File: src/rtl/display_source_select.sv
// display_source_select: picks one of four CPU debug views for the
// seven-segment display. A debounced push-button cycles the view. The
// outputs (syscall value, PC, run cycles, syscall count) are registered
// 32-bit words.
module display_source_select #(
    parameter int DEBOUNCE_CYCLES = 1000000
) (
    input  logic        clock,
    input  logic        reset,
    input  logic        syscall_valid,
    input  logic [31:0] syscall_value,
    input  logic [31:0] pc,
    input  logic        halted,
    input  logic        mode_button,
    output logic [31:0] data,
    output logic [1:0]  mode
);

    // Terminal count of the debouncer. The counter is 24 bits wide, so the
    // parameter range is bounded accordingly.
    localparam logic [23:0] DB_LAST = 24'(DEBOUNCE_CYCLES - 1);

    logic        sync_a;
    logic        sync_b;
    logic [23:0] db_cnt;
    logic        db_state;
    logic        db_state_d;
    logic        press;
    logic [31:0] sys_val;
    logic [31:0] sys_cnt;
    logic [31:0] cyc_cnt;
    logic [31:0] pc_q;

    // Two-flop synchronizer for the asynchronous button
    always_ff @(posedge clock) begin
        if (reset) begin
            sync_a <= 1'b0;
            sync_b <= 1'b0;
        end else begin
            sync_a <= mode_button;
            sync_b <= sync_a;
        end
    end

    // Debouncer: accept a new level only after it has persisted long enough
    always_ff @(posedge clock) begin
        if (reset) begin
            db_cnt   <= '0;
            db_state <= 1'b0;
        end else if (sync_b == db_state) begin
            db_cnt <= '0;
        end else if (db_cnt == DB_LAST) begin
            db_state <= sync_b;
            db_cnt   <= '0;
        end else begin
            db_cnt <= db_cnt + 24'd1;
        end
    end

    // One-cycle press pulse on the debounced rising edge only
    always_ff @(posedge clock) begin
        if (reset) begin
            db_state_d <= 1'b0;
            press      <= 1'b0;
        end else begin
            db_state_d <= db_state;
            press      <= db_state & ~db_state_d;
        end
    end

    // View selector advances once per press and wraps naturally at 2 bits
    always_ff @(posedge clock) begin
        if (reset)
            mode <= 2'd0;
        else if (press)
            mode <= mode + 2'd1;
    end

    // Syscall value latch and saturating syscall counter
    always_ff @(posedge clock) begin
        if (reset) begin
            sys_val <= '0;
            sys_cnt <= '0;
        end else if (syscall_valid) begin
            sys_val <= syscall_value;
            if (sys_cnt != '1)
                sys_cnt <= sys_cnt + 32'd1;
        end
    end

    // Saturating run-cycle counter, frozen while the CPU is halted
    always_ff @(posedge clock) begin
        if (reset)
            cyc_cnt <= '0;
        else if (!halted && cyc_cnt != '1)
            cyc_cnt <= cyc_cnt + 32'd1;
    end

    // Registered PC so the display path stays free of input-to-output comb
    always_ff @(posedge clock) begin
        if (reset)
            pc_q <= '0;
        else
            pc_q <= pc;
    end

    // Registered output mux driven from the current view and register state
    always_ff @(posedge clock) begin
        if (reset) begin
            data <= '0;
        end else begin
            case (mode)
                2'd0:    data <= sys_val;
                2'd1:    data <= pc_q;
                2'd2:    data <= cyc_cnt;
                default: data <= sys_cnt;
            endcase
        end
    end

endmodule

File: config.mk
export PLATFORM = sky130hd
export DESIGN_NAME = display_source_select
export DESIGN_NICKNAME = d
export VERILOG_FILES = /design/src/rtl/display_source_select.sv
export SDC_FILE = /design/constraint.sdc
export NUM_CORES = 1
export LEC_CHECK = 0
export BUFFER_PORTS_ARGS = -buffer_cell sky130_fd_sc_hd__buf_4
export CORE_ASPECT_RATIO = 1.25
export CORE_MARGIN = 2
export CORE_UTILIZATION = 65
export CTS_BUF_LIST = sky130_fd_sc_hd__clkbuf_8
export CTS_CLUSTER_SIZE = 10
export DETAILED_ROUTE_END_ITERATION = 16
export PLACE_DENSITY_LB_ADDON = 0.3
export RECOVER_POWER = 25
export SYNTH_ARGS = -nofsm -noshare
export SYNTH_HDL_FRONTEND = slang
export SYNTH_SLANG_ARGS = --single-unit
export TNS_END_PERCENT = 100
File: constraint.sdc
create_clock -name clock -period 5 [get_ports clock]
set_clock_uncertainty 0.05 [all_clocks]
set_input_delay 0.5 -clock clock [delete_from_list [all_inputs] [get_ports clock]]
set_output_delay 0.5 -clock clock [all_outputs]
set_load 0.005 [all_outputs]
# Yosys cells after proc, flatten, opt, wreduce, memory -nomap -nowiden
# Cells that the tools add are included.
# Widths: inputs -> output; s select.
[classes] n_reduce_logical=6 multipliers=0 magnitude_cmp=0 bitwise=3 shifts=0 eq_ne=6 mux=1 n_div=0 n_addsub=4
[ops] op="$pmux 32 s3" count=1
[ops] op="$add 32x1->32 const B" count=2
[ops] op="$ne 32x32->1 const B" count=2
[ops] op="$add 24x1->24 const B" count=1
[ops] op="$eq 24x20->1 const B" count=1
[ops] op="$reduce_and 2->1" count=2
[ops] op="$reduce_or 3->1" count=1
[ops] op="$add 2x1->2 const B" count=1
[ops] op="$eq 2x1->1 const B" count=1
[ops] op="$eq 2x2->1 const B" count=1
[ops] op="$logic_not 2->1" count=1
[ops] op="$not 1->1" count=2
[ops] op="$and 1x1->1" count=1
[ops] op="$eq 1x1->1" count=1
[ops] op="$logic_and 1x1->1" count=1
[ops] op="$logic_not 1->1" count=1
[word_totals] in_bits=69 register_bits=191 latch_bits=0 memories=0 romBits=0 elab_cells=32 ramBits=0 output_inout_bits=34

# Longest topological paths before layout
[logic_depth] ltp_word=3 depth_mapped=8 depth_no_buf=6

# Worst setup path after synthesis
# No wires, ideal clock.
[synth_timing] path_kind="reg2reg" startpoint="register sys_cnt[9]" endpoint="register sys_cnt[26]" setup_ps=121 required_ps=4829 n_path_buf=1 stages_incl_launch_ff=7 path_slack_ps=2980 synth_period_minus_slack_ps=2020 t_arrival_ps=1849 path_cell_list="dfxtp_1 nand3_1 or3_1 buf_6 nor3_2 and3_1 mux2_2"
[synth_via] elab_chain_len=2 elab_cells_between_ends=3 cone_classes="1 x add/sub; 1 x eq/ne; 1 x reduce/logical"
[synth_rtl] element="start: declaration" line_no="30" source="logic [31:0] sys_cnt;"
[synth_rtl] element="start signal: assignment" line_no="87" source="sys_cnt <= sys_cnt + 32'd1;"
[synth_rtl] element="branches (longest 2 deep; another with $add 32x1->32)"
# Several ways; the timed one is not identified.
# A chain may end at the register's enable or synchronous reset.

==> flow_summary.yaml <==
run_status:
  status: "finished with violations"
  violations: "capacitance limit, slew limit"
sta:
  drv_slew: 54
  maxSlewHeadroom_pct: -64.3
  tns_ns: 0
  setup_viol: 0
  hold_slack_ns: 0.189
  clock.fmax_ghz: 0.314
  rsz0062_at_grt: "false"
  fin_crit_sh_pct: 63.8
  tightestPinTransition_ns: 2.46
  finalCriticalPeriod_ns: 3.19
  final_hold_viol_count: 0
  setup_slack_ns: 1.81
logic_synthesis:
  synth.distinct_cells: 55
  yosys-top-cells-area: "dfxtp_1, nor2_1, mux2i_1, a222oi_1, a21oi_1"
  synth_area_sq_um: 8150
  synth_seq_cells: 191
  synth-edff-count: 0
  syn_inst: 896
  yosysMostFrequentCell: "dfxtp_1"
  avgSynthCellArea_sq_um: 9.10
  synth_flop_cell: "dfxtp_1"
  async_reset_ff_share_pct: 0
  ys_seq_area_share_pct: 46.9
  yosys-top-cells-count: "dfxtp_1, nor2_1, a21oi_1"
  synth_top_area_share_pct: 46.9
  yosysTopAreaCell: "dfxtp_1"
  syn_nets: 972
  yosysWarnings: 0
route:
  routedWlPerCell_um: 16.7
  ant_nets: 0
  firstDrtPassIters: 6
  viasPerCell: 6.18
  via_count: 7055
  wl_um: 19000
  dr.first_iter.drc_count: 647
  drcViolationCount: 0
setup_path:
  start_kind: "input port"
  cp-startpoint: "reset"
  path_max_fanout: 66
  crit_required_ns: 5.32
  r2r_start: "sys_cnt[9]"
  criticalPathCategory: "in2reg"
  worstSetupEndpointType: "register"
  arrival_ns: 3.50
floorplanning:
  die_w_um: 104
  ios: 103
  start_util_pct: 66.7
  rows: 45
  die_area_sq_um: 13500
  core-area_sq_um: 12200
  fp.dieH_um: 129
grt:
  grt.total_usage_pct: 28.4
  grt_max_degree: 67
  grt.overflow.total: 0
  grt_pass1_wl_um: 30600
  grt_pass1_vias: 6412
  antenna_found_initial: 0
clocking:
  post_cts_buffers: 0
  clkTransAtPathRegs_ns: 0.08
  cts.sinks: 191
  root_buffer: "clkbuf_8"
  cts_buffers: 17
  cts_tree: "yes"
  cts_htree_levels: 4
  cts_buffer_depth: 2
  clkLatencyLatePin_ns: 0.47
  hold_buffers: 0
  cts_resized: 0
power_and_ir_drop:
  ir_drop_mv: 0.231
  pwr_density_cell_nw_per_um2: 299
  p_leak_uw: 0.00348
  power.total_uw: 2790
placed_design:
  pre_cts_slack_ns: 1.81
  portBuffers: 102
  globalplace.congestion: 0.833
  placed_cell_area_sq_um: 8930
  dp_hpwl_um: 12600
final_layout:
  antenna_cells: 0
  regArea_sq_um: 3820
  fin_nets: 1042
  fill_cells: 855
  multiInputGateArea_sq_um: 4030
  drive_above_1_share_pct: 18.4
  finalInstanceArea_sq_um: 9330
  syn2layout_area_growth_pct: 14.5
flow_run:
  maxCapViolations: 1
min_path:
  hold_class: "in2reg"
  hold_start: "pc[14]"
[placed cells by master (no fill, tap or decap), drive strengths merged, types with 2 or more instances in the layout]
cell type / instances
nor4: 11
and3: 13
nand4b: 2
inv: 14
nor2: 162
or3: 6
nand2: 28
a21oi: 73
and2: 2
nand4: 30
ha: 7
clkinv: 3
o31a: 2
a31o: 3
a31oi: 4
buf: 98
o31ai: 26
a222oi: 32
xnor2: 34
or4: 28
dfxtp: 191
o21ai: 6
nor4b: 5
nor2b: 39
mux2i: 35
mux2: 2
nand2b: 3
clkbuf: 33
nand3: 30
a211oi: 6
bufinv: 3
xor2: 13
and4: 8
nor3: 15
or2: 4
[routing by layer]
layer / global-route usage, % / vias up / part of all wire, % / routed length, um
met5: 0 / - / 0 / 0
met4: 13.2 / 0 / 3.3 / 619
met1: 34.3 / 3331 / 41 / 7750
met3: 6.94 / 55 / 6.9 / 1310
met2: 48.3 / 286 / 49 / 9360
li1: - / 3383 / - / -
[cells by family (layout without fill, tap and decap cells)]
family / count (synthesis) / count (layout) / share of synthesized area (%)
and+or+nand+nor: 388 / 388 / 25.1
adders and majority gates: 7 / 7 / 1.07
DFF: 191 / 191 / 46.9
muxes: 37 / 37 / 4.57
AOI/OAI and AO/OA: 157 / 157 / 13.7
buffers and inverters: 69 / 151 / 3.62
xor gates and xnor gates: 47 / 47 / 5.05
[final cells by class]
class                      count  area share (%)
multi-input combinational    636            43.2
sequential                   191            41.0
timing repair buffer         110            8.81
clock buffer                  21            3.10
tap                          164            2.20
clock inverter                10            1.29
inverter                      10           0.402
[worst paths after layout]
path / slack (ns) / endpoint / depth (start not counted)
min reg2reg: 0.36 / press / 1
min: 0.19 / pc_q[14] / 2
max: 1.81 / cyc_cnt[16] / 5
max reg2reg: 2.24 / sys_cnt[17] / 5
[flip-flops by register name, indices dropped and copies added (netlist names), 2 cells and up]
register / cells
data: 32
db_cnt: 24
mode: 2
cyc_cnt: 32
sys_val: 32
pc_q: 32
sys_cnt: 32
[per-stage QoR]
step | util, % | std cells
after floorplan | - | 896
after global placement | 73.1 | 1111
after detailed placement | 73.1 | 1111
after CTS | 76.4 | 1142
after global routing | 76.4 | 1142
final | 76.4 | 1142
[critical path, cell delays in order]
cell      delay, ns
clkbuf_1       1.72
buf_4          0.80
nand2b_1       0.20
a21oi_1        0.04
a31o_2         0.21
[power by group]
| part | switching, uW | total (uW) | internal, uW |
|---|---|---|---|
| combinational | 82.6 | 172 | 89.0 |
| clock | 496 | 1030 | 536 |
| sequential | 21.0 | 1580 | 1560 |
No activity file was read; power rests on OpenSTA's default activity.
